`src/rtl/alu_share_arbiter.sv`:
```
// Purpose: round-robin share of one combinational RV32 ALU between NUM_REQ requesters, result in a tagged response register.
// Latency: 1 cycle from request fire to rsp_valid; sustains 1 op/cycle while rsp_ready is high.
// Backpressure: while rsp_valid && !rsp_ready every req_ready is low and the response holds steady.
module alu_share_arbiter #(
  parameter int NUM_REQ = 2,
  parameter int ID_W    = (NUM_REQ > 1) ? $clog2(NUM_REQ) : 1
) (
  input  logic                    clk,
  input  logic                    rst_n,
  input  logic [NUM_REQ-1:0]      req_valid,
  output logic [NUM_REQ-1:0]      req_ready,
  input  logic [NUM_REQ*32-1:0]   req_a,
  input  logic [NUM_REQ*32-1:0]   req_b,
  input  logic [NUM_REQ*3-1:0]    req_funct3,
  input  logic [NUM_REQ*7-1:0]    req_funct7,
  output logic [31:0]             alu_a,
  output logic [31:0]             alu_b,
  output logic [2:0]              alu_funct3,
  output logic [6:0]              alu_funct7,
  input  logic [31:0]             alu_result,
  output logic                    rsp_valid,
  input  logic                    rsp_ready,
  output logic [ID_W-1:0]         rsp_id,
  output logic [31:0]             rsp_result
);

  logic [ID_W-1:0] rr_ptr;
  logic            slot_free;
  logic            gnt_found;
  logic [ID_W-1:0] gnt_idx;
  logic [ID_W:0]   cand_sum;
  logic [ID_W-1:0] cand;

  // The response slot can take a new result when empty or draining this cycle.
  // Grants are also held off while reset is asserted so nothing appears accepted.
  assign slot_free = rst_n && (!rsp_valid || rsp_ready);

  // Round-robin search starting at rr_ptr, wrapping modulo NUM_REQ.
  always_comb begin
    gnt_found = 1'b0;
    gnt_idx   = '0;
    cand_sum  = '0;
    cand      = '0;
    if (slot_free) begin
      for (int k = 0; k < NUM_REQ; k++) begin
        cand_sum = {1'b0, rr_ptr} + (ID_W+1)'(k);
        if (cand_sum >= (ID_W+1)'(NUM_REQ)) begin
          cand_sum = cand_sum - (ID_W+1)'(NUM_REQ);
        end
        cand = cand_sum[ID_W-1:0];
        for (int j = 0; j < NUM_REQ; j++) begin
          if (!gnt_found && (cand == ID_W'(j)) && req_valid[j]) begin
            gnt_found = 1'b1;
            gnt_idx   = ID_W'(j);
          end
        end
      end
    end
  end

  // One-hot accept for the granted requester, zero otherwise.
  always_comb begin
    req_ready = '0;
    for (int i = 0; i < NUM_REQ; i++) begin
      req_ready[i] = gnt_found && (gnt_idx == ID_W'(i));
    end
  end

  // Steer the granted operands to the shared ALU; idle inputs are zero.
  always_comb begin
    alu_a      = '0;
    alu_b      = '0;
    alu_funct3 = '0;
    alu_funct7 = '0;
    for (int i = 0; i < NUM_REQ; i++) begin
      if (gnt_found && (gnt_idx == ID_W'(i))) begin
        alu_a      = req_a[32*i +: 32];
        alu_b      = req_b[32*i +: 32];
        alu_funct3 = req_funct3[3*i +: 3];
        alu_funct7 = req_funct7[7*i +: 7];
      end
    end
  end

  // Response register and round-robin pointer; a fire reloads, a bare drain clears valid.
  always_ff @(posedge clk) begin
    if (!rst_n) begin
      rsp_valid  <= 1'b0;
      rsp_result <= '0;
      rsp_id     <= '0;
      rr_ptr     <= '0;
    end else if (gnt_found) begin
      rsp_valid  <= 1'b1;
      rsp_result <= alu_result;
      rsp_id     <= gnt_idx;
      rr_ptr     <= (gnt_idx == ID_W'(NUM_REQ-1)) ? '0 : gnt_idx + ID_W'(1);
    end else if (rsp_valid && rsp_ready) begin
      rsp_valid  <= 1'b0;
    end
  end

endmodule
```
`config.mk`:
```
export PLATFORM = sky130hd
export DESIGN_NAME = alu_share_arbiter
export DESIGN_NICKNAME = d
export VERILOG_FILES = /design/src/rtl/alu_share_arbiter.sv
export SDC_FILE = /design/constraint.sdc
export NUM_CORES = 1
export LEC_CHECK = 0
export BUFFER_PORTS_ARGS = -buffer_cell sky130_fd_sc_hd__clkbuf_2
export CORE_AREA = 10 10 107 109
export CTS_CLUSTER_SIZE = 14
export DETAILED_ROUTE_END_ITERATION = 7
export DIE_AREA = 0 0 117 119
export PLACE_DENSITY = 0.67
export SLEW_MARGIN = 20
export SYNTH_ARGS = -nofsm -noshare
export SYNTH_HDL_FRONTEND = slang
export SYNTH_SLANG_ARGS = --single-unit
```
`constraint.sdc`:
```
create_clock -name clk -period 1.27 [get_ports clk]
set_input_delay 0.1905 -clock clk [delete_from_list [all_inputs] [get_ports clk]]
set_output_delay 0.1905 -clock clk [all_outputs]
set_load 0.05 [all_outputs]
```
---- After elaboration in Yosys (flattened, before gate mapping) ----
Cells that the tools add are included.
W data, S select, Z words.
operators by class
  bitwise logic cells ..................... 3
  add/subtract/negate cells ............... 4
  multiplexer cells ....................... 27
  order comparisons ....................... 2
  reductions and logical operators ........ 17
operator list
  kind                   count
  $mux W32               4
  $mux W1                19
  $mux W7                2
  $logic_and A1 B1 Y1    11
  $mux W3                2
  $logic_not A1 Y1       4
  $not A1 Y1             3
  $add A1 B1 Y2 const B  1
  $ge A1 B2 Y1 const B   1
  $ge A2 B2 Y1 const B   1
  $reduce_bool A2 Y1     1
  $sub A1 B1 Y1 const B  2
  $add A1 B1 Y1 const B  1
  $logic_or A1 B1 Y1     1
word-level totals
  input port bits ......................... 185
  output and inout port bits .............. 110
  register bits ........................... 35

---- Depth between registers and ports, before layout ----
  depth after elaboration ................. 27
  mapped depth ............................ 5
  depth with buffers taken out ............ 3

---- Worst setup path before layout ----
OpenSTA, ideal clock, no wires.
  kind .................................... reg2out
  start point ............................. register rsp_valid
  end point ............................... output alu_a[22]
  arrival ................................. 1.710 ns
  setup slack ............................. -0.630 ns
  data required time ...................... 1.080 ns
  stages on the path, launching flop included .. 5
  cells stage by stage .................... dfxtp_1 nand2b_4 and4_4 buf_2 a22o_1
on the way
  cells in the longest elaborated chain, start to end .. 8
  elaborated cells between the ends (all ways) .. 10
ends and longest elaborated chain
  item                     RTL line  text
  from (decl)              21        output logic rsp_valid,
  from (signal assigned)   88        rsp_valid <= 1'b0;
  from (signal assigned)   93        rsp_valid <= 1'b1;
  from (signal assigned)   98        rsp_valid <= 1'b0;
  $logic_not A1 Y1 *       36        assign slot_free = rst_n && (!rsp_valid || rsp_ready);
  $logic_or A1 B1 Y1 *     36
  $logic_and A1 B1 Y1 *    36
  $mux W1                  44        if (slot_free) begin
  $not A1 Y1               -
  $logic_and A1 B1 Y1 *    -
  via req_ready[0]         11        output logic [NUM_REQ-1:0] req_ready,
  $mux W32 * (2 in a row)  76        if (gnt_found && (gnt_idx == ID_W'(i))) begin
  to (decl)                16        output logic [31:0] alu_a,
The timed path passes the listed nets; every way through them passes the cells marked *.

---- Final worst setup path ----
  start point ............................. register rr_ptr
  end point ............................... output alu_a[3]
on the way
  cells in the longest elaborated chain, start to end .. 26
  elaborated cells between the ends (all ways) .. 38
ends and longest elaborated chain
  item                                           RTL line  text
  from (decl)                                    27        logic [ID_W-1:0] rr_ptr;
  from (signal assigned)                         96        rr_ptr <= (gnt_idx == ID_W'(NUM_REQ-1)) ? '0 : gnt_idx + ID_W'(1);
  $ge A1 B2 Y1 or $sub A1 B1 Y1 (tied branches)  47, 48
  $mux W1                                        47        if (cand_sum >= (ID_W+1)'(NUM_REQ)) begin
  $mux W1                                        44
  $not A1 Y1                                     52        if (!gnt_found && (cand == ID_W'(j)) && req_valid[j]) begin
  $logic_and A1 B1 Y1                            52
  $mux W1                                        52
  $mux W1                                        44
  $logic_not A1 Y1                               52
  [9 not listed]                                 -
  $logic_not A1 Y1                               52
  $logic_and A1 B1 Y1 (2 in a row)               52
  $mux W1                                        52
  $mux W1                                        44
  $not A1 Y1                                     76
  $logic_and A1 B1 Y1                            76
  $mux W32                                       76
  $mux W32 *                                     76
Every way passes the cells marked *; elsewhere a longest branch is shown, timed or not. The select of a mux whose other input is x is not followed.

==> results list <==
- Status: finished, violations left
- The checks that failed: setup timing.
* Drt initial violations: 122
- Slew at the pin with the worst max-slew slack: 0.602 ns
- Area of the core: 0.00946 mm²
* DRT Wirelength: 14800 µm
- Across the run, the number of max-cap violations was 0.
* Design area: 0.00587 mm²
- CTS built an H-tree with a depth of 2.
- Setup violations remaining at the end of the flow were counted as 111.
* Critical Path Start: rr_ptr
- Fraction of the cycle the final worst path needs: 1.42
* Upper clock frequency limit: 556 MHz
* FP Rows: 36
- The layout has 740 filler cells.
* Count of buffers inserted at the top-level ports: 294
- Across all setup checks in the final design, the least slack found is -0.529 ns.
- The synthesized design spends more area on one cell type than any other, namely dfxtp_1.
* Cells taking the most area after synthesis: dfxtp_1 (32%), a22o_1 (29%), mux2i_1 (14%), nand2_1 (11%), buf_6 (5.6%)
- In the global route stage, overall resource usage came out at 0.194.
- Area fraction in compound gates after synthesis: 0.309
* Kind of start point of the critical path: flop
- Setup slack of the worst register-to-register path: -0.31 ns
* Combinational family with the most area after synthesis: compound AO/OA/AOI/OAI gates
- Fraction of power consumed by the clock network: 0.155
- Timing analysis after detailed placement gives a worst setup slack of -0.282 ns.
- The startpoint identified for the worst hold timing path is alu_result[20].
- For this configuration, the core starts out at a cell density of 0.234.
* Power share of the combinational group: 0.593
- From bottom edge to top edge, the die measures 119 µm.
* Class of the tightest hold or removal check: in -> reg
- Number of global-route vias before repair: 3410
* Insertion delay to the later sink of the worst-skew pair: 0.28 ns
- Clock transition at path regs: 0.07 ns
- Worst slew margin relative to its limit: 0.599
* Largest net degree at the start of global routing: 67
- The clock passes through at most 2 buffers.
- Counting I/O delays and the setup requirement, the final critical path takes 1.80 ns.
- Of the post-synthesis cell area, the part taken by muxes is 0.145.
- Using the TritonRoute via totals, the vias-per-cell ratio works out to 4.76.
- Unrepaired setup endpoints after global routing: true
- STA puts the critical path data arrival time at 1.61 ns.
* CTS root buffer: clkbuf_8
* Number of nets in the layout: 731
- The die covers 0.0139 mm².
- Leak: 3.10 nW
- Peak fanout along the critical path: 13
- After clock tree synthesis, the flow added hold-fix buffers numbering 0.
- CTS tree: yes
* Count of pins on the block boundary: 295
* Cells after synthesis: 246
- The worst setup path is of the reg -> out kind.
- Once detail routing completed, the nets flagged for antenna violations numbered 0.
- Number of nets produced by synthesis: 431
- Counting the buffers created by CTS gives 5.
* Pwr per Cell Area: 831 mW/mm²
- Clock sink count: 35
* Launch point of the worst reg-to-reg path: rsp_valid
- Counting cells, the worst reg-to-reg path comes to 8.
- The internal portion of the total power is 0.00290 W.
- In the final layout, the share of cells above drive strength 1 is 0.745.
- The worst register-to-register path ends at rsp_result[1].
- The congestion estimate from routability-driven global placement came to 0.891.
* Mapped Avg Cell Area: 9.01 µm²
* Kind of capture point of the worst setup path: output pin
- Sequential area share after synthesis: 0.316
* Post-detail-place hpwl: 12300 µm
- Area added between synthesis and finish: 165%
- The worst hold path terminates at rsp_result[20].
* Net switching share of the total power: 0.405
- Skew final: 0.00498 ns
- The initial antenna violation count was 2.
- After global routing the overflow that remains totals 0.
* Die Wd: 117 µm
* Total of flip-flops plus latches after synthesis: 35
* Net load switching power: 0.00197 W
* Reg power frac: 0.253
- TritonRoute pass-1 iters: 4
* Global-route wire length before repair: 21000 µm
- Number of hold violations in the final report: 0
- In the routed design, unresolved DRC markers number 0.
- Of the total synthesized cell area, the portion taken by AND, OR, NAND and NOR gates is 0.135.
- In this run, distinct cell masters in the synthesized netlist total 19.
* Via Count: 3152
* Worst hold path depth: 3
- During synthesis, Yosys emitted a total of 0 warnings.
* Pwr Total: 0.00488 W
- Dividing the detail-routed wire length by the instance count gives 22.4 µm.
- Number of slew-limit violations in the final report: 0
- Of the post-synthesis cell area, the dominant cell type holds 0.316.
- Of the total synthesized cell area, the portion taken by XOR and XNOR cells is 0.
- Worst EP required: 1.08 ns
- In this run the cell area of the synthesized design comes to 0.00222 mm².
* Post-detailed-placement cell area: 0.00553 mm²
- Of the total synthesized cell area, the portion taken by full adders, half adders and majority gates is 0.
- IR analysis of the VDD net gives a maximum drop of 0.836 mV.
-- kinds of logic (layout without fill, tap and decap cells) --
family,count (synthesis),in the layout
compound gates,79,79
simple gates,72,72
flops,35,35
mux,32,32
buf+inv,28,328
other cells,0,2
-- cell type report --
type | count | area [µm²] | area share
sequential | 35 | 706 | 0.120
timing repair buffer | 320 | 3030 | 0.516
multi-input combinational | 183 | 1900 | 0.325
antenna | 2 | 5.00 | 0.000853
inverter | 1 | 3.75 | 0.000640
tap | 114 | 143 | 0.0243
clock buffer | 7 | 76.3 | 0.0130
-- per-layer routing --
layer  up-vias  track usage  share of wire
li1       1507            -              -
met1      1458        0.201           0.35
met2       173        0.363           0.53
met3        14       0.0622          0.098
met4         0       0.0440          0.016
met5         -            0              0
-- stage by stage --
step                      cells  TNS, ns  utilization  hold WS, ns
after floorplan             246   -11.64            -        0.333
after global routing        662   -53.48        0.620        0.133
after CTS                   657   -43.58        0.614        0.125
final                       662   -47.34        0.620        0.128
after detailed placement    641   -17.08        0.585        0.425
after global placement      641   -14.96        0.585        0.420
-- critical path, stage by stage (launching register included) --
cell and delay, ns:
dfxtp_2 0.34, o2111a_4 0.39, clkbuf_16 0.22, a22o_4 0.23, buf_12 0.14
-- cell usage in the layout, fill, tap and decap left out, types with 5 or more instances in the layout --
cell type    n
clkbuf_8     5
nand2_1     65
a22o_2       8
dfxtp_1     33
mux2i_1     32
buf_6        6
clkbuf_2   217
buf_12      84
a22o_4      66
buf_4        6
-- Yosys cell counts, drive strengths merged --
master,instances
buf,24
a21oi,1
and4,1
a21boi,1
mux2i,32
o21bai,1
o21ai,1
o2111a,1
a22o,74
inv,1
nand2b,1
dfxtp,35
and2b,1
clkbuf,3
nor2,3
nand2,66
-- sequential cells by signal, summed over array words and instances, names as in the netlist --
| signal | count |
|---|---|
| rr_ptr | 1 |
| rsp_id | 1 |
| rsp_result | 32 |
| rsp_valid | 1 |
-- how the worst max path moves through the flow --
stage,end,depth (start not counted)
CTS,alu_funct7[0],5
floorplan,alu_a[22],4
finish,alu_a[3],4
global placement,alu_funct7[0],6
detailed placement,alu_funct7[0],5
global route,alu_funct7[0],5
-- power groups by stage --
stage / logic, W / clock network (W) / registers, W
finish: 0.00289 / 0.000754 / 0.00123
global route: 0.00301 / 0.000831 / 0.00124
CTS: 0.00290 / 0.000771 / 0.00123
detailed placement: 0.00278 / 0 / 0.00125
global placement: 0.00273 / 0 / 0.00125
floorplan: 0.00124 / 0 / 0.00154
-- timing repair --
item                                    in CTS  in global routing
cloned                                       4                  3
pin swaps                                    2                  1
resized for setup                           15                 12
endpoints found under the setup margin     104                110
setup buffers                                5                  3
Power figures use the tool's default switching activity.
